### src/rtl/mstage_pkg.sv
// Shared opcode/exception constants, memory-stage FSM states and the capture-register layout.
// Also holds the small opcode decode helpers used by mstage.
package mstage_pkg;

  localparam logic [5:0] OP_LB  = 6'h20;
  localparam logic [5:0] OP_LH  = 6'h21;
  localparam logic [5:0] OP_LW  = 6'h23;
  localparam logic [5:0] OP_LBU = 6'h24;
  localparam logic [5:0] OP_LHU = 6'h25;
  localparam logic [5:0] OP_SB  = 6'h28;
  localparam logic [5:0] OP_SH  = 6'h29;
  localparam logic [5:0] OP_SW  = 6'h2b;

  localparam logic [5:0] EXC_ADEL      = 6'b100100;
  localparam logic [5:0] EXC_ADES      = 6'b100101;
  localparam int         EXC_VALID_BIT = 5;

  typedef enum logic [1:0] {S_IDLE, S_REQ, S_WAIT, S_DONE} mstate_t;

  typedef struct packed {
    logic [31:0] pc;
    logic [31:0] val3;
    logic [31:0] badvaddr;
    logic [31:0] wdata;
    logic [5:0]  icode;
    logic [5:0]  acode;
    logic [5:0]  exc_code;
    logic [4:0]  dst;
    logic        in_delay_slot;
    logic [3:0]  strobe;
    logic [1:0]  size;
  } mreg_t;

  function automatic logic is_load(input logic [5:0] op);
    return (op == OP_LB) || (op == OP_LBU) || (op == OP_LH) ||
           (op == OP_LHU) || (op == OP_LW);
  endfunction

  function automatic logic is_store(input logic [5:0] op);
    return (op == OP_SB) || (op == OP_SH) || (op == OP_SW);
  endfunction

  // 0 = byte, 1 = half, 2 = word
  function automatic logic [1:0] op_size(input logic [5:0] op);
    if ((op == OP_LB) || (op == OP_LBU) || (op == OP_SB)) return 2'd0;
    if ((op == OP_LH) || (op == OP_LHU) || (op == OP_SH)) return 2'd1;
    return 2'd2;
  endfunction

  function automatic logic misaligned(input logic [5:0] op, input logic [1:0] a);
    case (op_size(op))
      2'd2:    return |a;
      2'd1:    return a[0];
      default: return 1'b0;
    endcase
  endfunction

endpackage

### src/rtl/mstage_load_ext.sv
// Picks the addressed byte/half out of a bus word and sign- or zero-extends it per load opcode.
// Purely combinational; no backpressure.
module load_ext
  import mstage_pkg::*;
(
  input  logic [5:0]  icode,
  input  logic [1:0]  addr_lo,
  input  logic [31:0] raw,
  output logic [31:0] data
);

  logic [7:0]  byte_sel;
  logic [15:0] half_sel;

  always_comb begin
    byte_sel = raw[{addr_lo, 3'b000} +: 8];
    half_sel = addr_lo[1] ? raw[31:16] : raw[15:0];
    case (icode)
      OP_LB:   data = {{24{byte_sel[7]}}, byte_sel};
      OP_LBU:  data = {24'd0, byte_sel};
      OP_LH:   data = {{16{half_sel[15]}}, half_sel};
      OP_LHU:  data = {16'd0, half_sel};
      default: data = raw;
    endcase
  end

endmodule

### src/rtl/mstage.sv
// MIPS memory stage: capture register, data-bus request FSM, alignment check, load result mux.
// Request 1 cycle after capture; m_busy stalls upstream until the bus response returns.
module mstage
  import mstage_pkg::*;
(
  input  logic        clk,
  input  logic        resetn,
  input  logic [31:0] M_pc,
  input  logic [31:0] M_val3,
  input  logic [31:0] M_valt,
  input  logic [5:0]  M_icode,
  input  logic [5:0]  M_acode,
  input  logic [5:0]  M_excCode,
  input  logic [4:0]  M_dst,
  input  logic        M_inDelaySlot,
  input  logic        M_stall,
  input  logic        M_bubble,
  input  logic        exception,
  output logic        dreq_valid,
  input  logic        dreq_ready,
  output logic [31:0] dreq_addr,
  output logic [31:0] dreq_data,
  output logic [3:0]  dreq_strobe,
  output logic [1:0]  dreq_size,
  input  logic        dresp_valid,
  input  logic [31:0] dresp_data,
  output logic [31:0] m_pc,
  output logic [31:0] m_val4,
  output logic [31:0] m_badvaddr,
  output logic [5:0]  m_icode,
  output logic [5:0]  m_acode,
  output logic [5:0]  m_excCode,
  output logic [4:0]  m_dst,
  output logic        m_inDelaySlot,
  output logic        m_busy
);

  mreg_t       r;
  mreg_t       cap;
  mstate_t     state;
  logic        flush_pend;
  logic [31:0] load_buf;
  logic [31:0] ext_data;

  always_comb begin
    cap               = '0;
    cap.pc            = M_pc;
    cap.exc_code      = M_excCode;
    cap.in_delay_slot = M_inDelaySlot;
    if (!M_excCode[EXC_VALID_BIT]) begin
      cap.val3  = M_val3;
      cap.acode = M_acode;
      if ((is_load(M_icode) || is_store(M_icode)) && misaligned(M_icode, M_val3[1:0])) begin
        cap.exc_code = is_store(M_icode) ? EXC_ADES : EXC_ADEL;
        cap.badvaddr = M_val3;
      end else begin
        cap.icode = M_icode;
        cap.dst   = M_dst;
        if (is_load(M_icode) || is_store(M_icode)) cap.size = op_size(M_icode);
        if (is_store(M_icode)) begin
          case (op_size(M_icode))
            2'd0: begin
              cap.wdata  = {4{M_valt[7:0]}};
              cap.strobe = 4'b0001 << M_val3[1:0];
            end
            2'd1: begin
              cap.wdata  = {2{M_valt[15:0]}};
              cap.strobe = 4'b0011 << M_val3[1:0];
            end
            default: begin
              cap.wdata  = M_valt;
              cap.strobe = 4'b1111;
            end
          endcase
        end
      end
    end
  end

  always_ff @(posedge clk) begin
    if (!resetn) begin
      r          <= '0;
      state      <= S_IDLE;
      flush_pend <= 1'b0;
      load_buf   <= '0;
    end else begin
      case (state)
        S_REQ: begin
          if (dreq_ready) begin
            state      <= S_WAIT;
            flush_pend <= exception;
          end else if (exception) begin
            r     <= '0;
            state <= S_IDLE;
          end
        end
        // A flushed transaction still has to drain its response before the stage frees up.
        S_WAIT: begin
          if (dresp_valid) begin
            if (flush_pend || exception) begin
              r     <= '0;
              state <= S_IDLE;
            end else begin
              load_buf <= dresp_data;
              state    <= S_DONE;
            end
          end else if (exception) begin
            flush_pend <= 1'b1;
          end
        end
        default: begin
          if (!M_stall) begin
            if (M_bubble || exception) begin
              r     <= '0;
              state <= S_IDLE;
            end else begin
              r     <= cap;
              state <= (is_load(cap.icode) || is_store(cap.icode)) ? S_REQ : S_IDLE;
            end
          end
        end
      endcase
    end
  end

  load_ext u_load_ext (
    .icode   (r.icode),
    .addr_lo (r.val3[1:0]),
    .raw     (load_buf),
    .data    (ext_data)
  );

  assign m_busy        = (state == S_REQ) || (state == S_WAIT);
  assign dreq_valid    = (state == S_REQ);
  assign dreq_addr     = r.val3;
  assign dreq_data     = r.wdata;
  assign dreq_strobe   = r.strobe;
  assign dreq_size     = r.size;
  assign m_pc          = r.pc;
  assign m_val4        = is_load(r.icode) ? ext_data : r.val3;
  assign m_badvaddr    = r.badvaddr;
  assign m_icode       = r.icode;
  assign m_acode       = r.acode;
  assign m_excCode     = r.exc_code;
  assign m_dst         = r.dst;
  assign m_inDelaySlot = r.in_delay_slot;

endmodule

### config.mk
export PLATFORM = sky130hd
export DESIGN_NAME = mstage
export DESIGN_NICKNAME = d
export VERILOG_FILES = /design/src/rtl/mstage_pkg.sv /design/src/rtl/mstage_load_ext.sv /design/src/rtl/mstage.sv
export SDC_FILE = /design/constraint.sdc
export NUM_CORES = 1
export LEC_CHECK = 0
export CORE_ASPECT_RATIO = 0.8
export CORE_MARGIN = 8
export CORE_UTILIZATION = 42
export DETAILED_ROUTE_END_ITERATION = 8
export GPL_TIMING_DRIVEN = 0
export MAX_ROUTING_LAYER = met4
export PLACE_DENSITY = 0.76
export SETUP_SLACK_MARGIN = 0.4
export SYNTH_ARGS = -nofsm -noshare
export SYNTH_HDL_FRONTEND = slang
export SYNTH_SLANG_ARGS = --single-unit
### constraint.sdc
create_clock -name clk -period 2.85 [get_ports clk]
set_input_delay 0.855 -clock clk [delete_from_list [all_inputs] [get_ports clk]]
set_output_delay 0.855 -clock clk [all_outputs]
set_load 0.01 [all_outputs]
==> results of run 1 <==
flip-flops by register name, summed over array words and instances, names as in the netlist:
register       count
m_excCode          6
m_icode            6
m_inDelaySlot      1
m_dst              5
state              2
m_pc              32
flush_pend         1
dreq_addr         32
load_buf          32
dreq_strobe        4
dreq_size          2
m_acode            6
dreq_data         32
m_badvaddr        32
per-layer routing:
metal | global-route usage [%] | vias up | routed length, microns
met2 | 44.1 | 396 | 15600
met5 | - | - | 0
li1 | - | 4018 | -
met4 | 6.27 | 0 | 565
met3 | 9.84 | 50 | 3400
met1 | 31.7 | 4119 | 13500
per-stage QoR:
step	power [uW]	std cells	setup TNS (ns)
5_1_grt	6050	1545	-7.24
4_1_cts	5860	1539	-5.61
6_report	5850	1545	-5.45
3_3_place_gp	3500	1479	-31.85
3_5_place_dp	3500	1479	-31.95
2_1_floorplan	3080	875	0
worst max-delay path: stages, from the launching register on:
cell	delay, ns
dfxtp_4	0.35
or3b_4	0.41
or3_4	0.39
buf_6	0.15
clkbuf_8	0.17
o21ai_2	0.15
a21oi_2	0.07
buf_2	0.15
final cells by class:
class | count | area, sq um | share of cell area (%)
clock buffers | 20 | 467 | 3.52
inverters | 16 | 60.1 | 0.453
repair buffers | 378 | 3690 | 27.8
multi-input cells | 586 | 4160 | 31.4
well taps | 258 | 323 | 2.44
diodes | 2 | 5.00 | 0.0378
plain buffers | 80 | 549 | 4.15
flip-flops and latches | 193 | 3880 | 29.3
clock inverters | 12 | 120 | 0.907
cells by family (layout without fill, tap and decap cells):
family | count (synthesis) | after routing | share of synthesized area [%]
AND/OR/NAND/NOR | 218 | 218 | 13.7
multiplexers | 28 | 28 | 3.50
flip-flops | 193 | 193 | 48.1
adder cells (fa/ha/maj) | 2 | 2 | 0.311
AO/OA/AOI/OAI | 338 | 338 | 28.8
other | 0 | 2 | 0
buffers and inverters | 96 | 506 | 5.60
worst max path at each step:
stage                     startpoint          to  slack [ns]
after global placement    m_icode[1]  m_val4[13]       -0.52
after floorplan           m_icode[5]  m_val4[30]        0.37
after CTS                 m_icode[4]  m_val4[20]       -0.28
after detailed placement  m_icode[1]  m_val4[13]       -0.60
final                     m_icode[3]  m_val4[21]       -0.27
after global routing      m_icode[3]  m_val4[21]       -0.33
cells in the final DEF, fill, tap and decap left out, types with 8 or more instances in the layout:
cell type        count
clkbuf_1            23
nand2_1             84
a21oi_2             14
buf_4               23
nor3_1              14
o2bb2ai_1           24
o21ai_2             11
o211ai_1             8
buf_6               25
mux2i_1             27
dfxtp_1            187
clkbuf_2            19
nor2_1              34
a22o_1              89
inv_1               14
clkbuf_8            10
clkdlybuf4s50_1    304
a21oi_1             92
o21ai_4              9
clkbuf_16           19
nand3_1             35
buf_2               34
o21ai_0             46
power groups by stage:
stage	Combinational, uW	Clock [uW]	Sequential (uW)
after detailed placement	693	0	2810
final	730	2380	2750
after global placement	687	0	2810
after global routing	777	2520	2750
after CTS	717	2400	2750
after floorplan	256	0	2820
timing repair:
item / in CTS / in global routing
pin swaps: 21 / 18
gates resized for setup: 252 / 55
endpoints found under the setup margin: 141 / 122
cloned: 6 / 0
setup buffers: 22 / 4
==> impl_metrics.env, run 1 <==
export IMPL_status="finished with violations"
export IMPL_hold_slack_ns=0.457
export IMPL_grt_pass1_vias=8702
export IMPL_async_flop_share_pct=0
export IMPL_netlist_area_sq_um=8040
export IMPL_clock_fmax_mhz=320
export IMPL_min_to="load_buf[0]"
export IMPL_start_util_pct=42.6
export IMPL_cts_buffer_depth=2
export IMPL_die_w_microns=171
export IMPL_power_switching_uw=1520
export IMPL_layout_drive_gt1_share_pct=19.1
export IMPL_io_buffer_count=346
export IMPL_cts_buffers=17
export IMPL_period_needed_ns=3.12
export IMPL_r2r_end="dreq_data[17]"
export IMPL_grt_use_total_pct=27.2
export IMPL_postCtsHoldBufs=0
export IMPL_p_int_uw=4330
export IMPL_boundaryPins=351
export IMPL_p_seq_share_pct=46.9
export IMPL_clockRootBuffer="clkbuf_16"
export IMPL_ys_warn_count=0
export IMPL_fp_dieArea_sq_um=23900
export IMPL_cts_sinks=193
export IMPL_drv_cap=0
export IMPL_viasPerCell=5.56
export IMPL_leakage_uw=0.00500
export IMPL_pwr_share_clk_pct=40.6
export IMPL_num_nets_final=1433
export IMPL_hold_depth=2
export IMPL_rsz0062_at_grt="yes"
export IMPL_reg2reg_depth=9
export IMPL_die_h_microns=140
export IMPL_place_area_sq_um=12000
export IMPL_drt_pass1_iter_count=5
export IMPL_clock_skew_ns=0.0133
export IMPL_synth_most_common_cell="dfxtp_1"
export IMPL_ir_worst_vdd_v=0.000330
export IMPL_p_sw_share_pct=26.0
export IMPL_fin_ws_ns=-0.272
export IMPL_tritoncts="done"
export IMPL_syn_nets=1036
export IMPL_required_ns=2.00
export IMPL_grt_pass1_wl_microns=49800
export IMPL_final_core_utilization_pct=70.2
export IMPL_finalSetupViolCount=32
export IMPL_finalHoldViolCount=0
export IMPL_cp_arrival_ns=2.27
export IMPL_core_sq_um=18900
export IMPL_synth_edf_count=0
export IMPL_yosysTopAreaCell="dfxtp_1"
export IMPL_place_gp_congestion=0.940
export IMPL_num_vias=8583
export IMPL_n_fill_cell=1487
export IMPL_p_per_area_nw_per_um2=442
export IMPL_synth_flop_cell="dfxtp_1"
export IMPL_worstReg2RegStart="state[0]"
export IMPL_violations="setup timing"
export IMPL_synth_top_area_share_pct=48.1
export IMPL_hold_class="reg2reg"
export IMPL_post_place_ws_ns=-0.595
export IMPL_clk_latency_ns=0.44
export IMPL_holdCritStartpoint="load_buf[0]"
export IMPL_drc=0
export IMPL_fp_row_count=45
export IMPL_path_max_fanout=6
export IMPL_clk_pin_slew_ns=0.07
export IMPL_wl_per_cell_microns=21.4
export IMPL_area_growth_pct=64.8
export IMPL_crit_path_start_kind="flop"
export IMPL_postRouteAntennaNets=0
export IMPL_seq_area_frac_synth_pct=48.1
export IMPL_grt_max_degree=19
export IMPL_post_route_period_util_pct=110
export IMPL_synthTopCellsByArea="dfxtp_1 48%, a22o_1 9.7%, a21oi_1 6.5%, o21ai_0 4.3%, nand2_1 4.0%"
export IMPL_ys_types=63
export IMPL_crit_type="reg2out"
export IMPL_end_kind="output port"
export IMPL_cts_max_level=4
export IMPL_finalMaxSlewViolations=0
export IMPL_hpwl_microns=24600
export IMPL_p_comb_share_pct=12.5
export IMPL_synthTopCellsByCount="193 x dfxtp_1, 104 x a21oi_1, 89 x a22o_1"
export IMPL_drtIter0Drc=622
export IMPL_slew_headroom_pct=52.6
export IMPL_worstMarginPinSlew_ns=0.708
export IMPL_grt_antenna_before_repair=2
export IMPL_syn_avg_cell_area_sq_um=9.19
export IMPL_rrSetupSlack_ns=0.60
export IMPL_final_cell_area_sq_um=13200
export IMPL_grt_overflow=0
export IMPL_postSynthRegisterBits=193
export IMPL_drt_total_wl_microns=33000
export IMPL_syn_inst=875
(Power assumes the default switching activity.)
==> run 2: changes to the inputs <==
--- a/config.mk
+++ b/config.mk
@@ -5,9 +5,12 @@
 export SDC_FILE = /design/constraint.sdc
 export NUM_CORES = 1
 export LEC_CHECK = 0
+export CELL_PAD_IN_SITES_DETAIL_PLACEMENT = 0
+export CELL_PAD_IN_SITES_GLOBAL_PLACEMENT = 2
 export CORE_ASPECT_RATIO = 0.8
 export CORE_MARGIN = 8
-export CORE_UTILIZATION = 42
+export CORE_UTILIZATION = 24
+export CTS_BUF_LIST = sky130_fd_sc_hd__clkbuf_16
 export DETAILED_ROUTE_END_ITERATION = 8
 export GPL_TIMING_DRIVEN = 0
 export MAX_ROUTING_LAYER = met4
==> run 2 against run 1 <==
Against the previous run: the run still ends with setup timing left; critical path depth did not move; final cell count is 11% higher; via count is 3.9% lower; count of clock-buffer cells in the layout decreased by 3; critical path type unchanged.
==> impl_metrics.env, run 2 (same netlist as run 1, synthesis figures left out) <==
export IMPL_status="finished with violations"
export IMPL_violations="setup timing"
export IMPL_worstReg2RegStart="state[1]"
export IMPL_cp_top_family="simple AND/OR/NAND/NOR gates"
export IMPL_core_sq_um=33300
export IMPL_drtIter0Drc=312
export IMPL_path_max_fanout=6
export IMPL_fin_ws_ns=-0.299
export IMPL_cpPeakStageDelay_ns=0.43
export IMPL_clock_fmax_mhz=318
export IMPL_hold_slack_ns=0.461
export IMPL_finalSetupViolCount=32
export IMPL_post_place_ws_ns=-0.596
export IMPL_grt_overflow=0
export IMPL_r2r_end="dreq_strobe[2]"
export IMPL_worstSetupEndpoint="m_val4[21]"
export IMPL_cp_cell_sequence="or3b_4 > or3_4 > buf_8 > clkbuf_16 > o21ai_2 > a21oi_2 > buf_2"
export IMPL_cp_depth=7
export IMPL_grt_max_degree=17
export IMPL_boundaryPins=351
export IMPL_cts_max_level=4
export IMPL_final_common_cell="clkdlybuf4s50_1"
export IMPL_slew_headroom_pct=40.9
export IMPL_clock_skew_ns=0.0103
export IMPL_postRouteAntennaNets=0
export IMPL_setup_tns_ns=-6.82
export IMPL_critPathBufInv=3
export IMPL_fp_dieArea_sq_um=39600
export IMPL_crit_type="reg2out"
export IMPL_clockRootBuffer="clkbuf_16"
export IMPL_grt_pass1_wl_microns=54100
export IMPL_final_cell_mix="304 x clkdlybuf4s50_1, 187 x dfxtp_1, 92 x a21oi_1"
export IMPL_cts_buffer_depth=2
export IMPL_crit_path_start_kind="flop"
export IMPL_cts_sinks=193
export IMPL_end_kind="output port"
export IMPL_drv_cap=0
export IMPL_grt_use_total_pct=18.2
export IMPL_post_route_period_util_pct=111
export IMPL_wl_per_cell_microns=21.1
export IMPL_clk_latency_ns=0.45
export IMPL_rrSetupSlack_ns=0.64
export IMPL_drt_total_wl_microns=36200
export IMPL_drc=0
export IMPL_num_vias=8248
export IMPL_ir_worst_vdd_v=0.000368
export IMPL_finalHoldViolCount=0
export IMPL_leakage_uw=0.00489
export IMPL_io_buffer_count=346
export IMPL_p_per_area_nw_per_um2=447
export IMPL_worstMarginPinSlew_ns=0.882
export IMPL_die_h_microns=180
export IMPL_layout_drive_gt1_share_pct=17.7
export IMPL_die_w_microns=221
export IMPL_reg2reg_depth=9
export IMPL_cp_arrival_ns=2.29
export IMPL_tritoncts="done"
export IMPL_critPathLaunch="m_icode[4]"
export IMPL_num_nets_final=1423
export IMPL_finalMaxSlewViolations=0
export IMPL_n_fill_cell=3377
export IMPL_grt_pass1_vias=8568
export IMPL_cts_buffers=17
export IMPL_fp_row_count=60
export IMPL_required_ns=2.00
export IMPL_grt_antenna_before_repair=5
export IMPL_period_needed_ns=3.15
export IMPL_hpwl_microns=28100
export IMPL_clk_pin_slew_ns=0.07
export IMPL_hold_class="reg2reg"
export IMPL_area_growth_pct=66.6
export IMPL_viasPerCell=4.81
export IMPL_slowest_stage="or3b_4"
export IMPL_drt_pass1_iter_count=4
export IMPL_rsz0062_at_grt="yes"
export IMPL_start_util_pct=24.1
export IMPL_place_gp_congestion=0.849
## run 2: layout make-up
class	instances	area (sq um)	share of cell area (%)
antenna	5	12.5	0.0934
buffer	80	563	4.21
clock buffer	17	425	3.18
clock inverter	15	165	1.23
inverter	16	60.1	0.449
multi-input combinational	586	4160	31.1
sequential	193	3880	29.0
tap	434	543	4.06
timing repair buffer	368	3580	26.7
## run 2: metrics by stage
stage               util [%]  instance area (sq um)  total power, uW  std cells
global placement        36.5                  12200             3530       1655
CTS                     39.4                  13100             6050       1701
global route            40.2                  13400             6200       1714
finish                  40.2                  13400             5980       1714
floorplan                  -                   8180             3080        875
detailed placement      36.5                  12200             3530       1655
## run 2: worst register-to-register path, stage by stage (launching register included)
cell and delay (ns):
dfxtp_1 0.37, inv_1 0.07, ha_1 0.25, or3b_4 0.44, nand2_2 0.17, o21a_1 0.17, buf_6 0.17, buf_8 0.19
buf_4 0.21, o2bb2ai_1 0.12
## run 2: how the worst min path moves through the flow
stage                        start        endpoint  cells past startpoint
floorplan              load_buf[0]     load_buf[0]                      2
global placement     dreq_data[31]   dreq_data[31]                      1
detailed placement    m_excCode[2]    m_excCode[2]                      1
CTS                    load_buf[6]     load_buf[6]                      2
global route        dreq_strobe[0]  dreq_strobe[0]                      1
finish                 load_buf[6]     load_buf[6]                      2
## run 2: what timing repair did
item | in CTS | in global routing
pin swaps | 15 | 12
hold buffers | 0 | 0
setup endpoints to repair | 181 | 172
cloned | 2 | 2
setup buffers | 12 | 6
gates resized for setup | 231 | 64
## run 2: report_power, final
part	total, uW	leakage [uW]	switching, uW	internal, uW
logic	737	0.00305	360	377
clock network	2500	0.000282	1120	1370
registers	2750	0.00156	23.3	2720
## run 2: per-layer routing
metal | share of wire, % | vias to the layer above | track usage, % | wire length (microns)
met5 | 0 | - | - | 0
met4 | 1.4 | 0 | 4.21 | 522
met3 | 7.8 | 26 | 6.39 | 2840
met2 | 46 | 262 | 28.9 | 16700
met1 | 45 | 3954 | 22.0 | 16200
li1 | - | 4006 | - | -
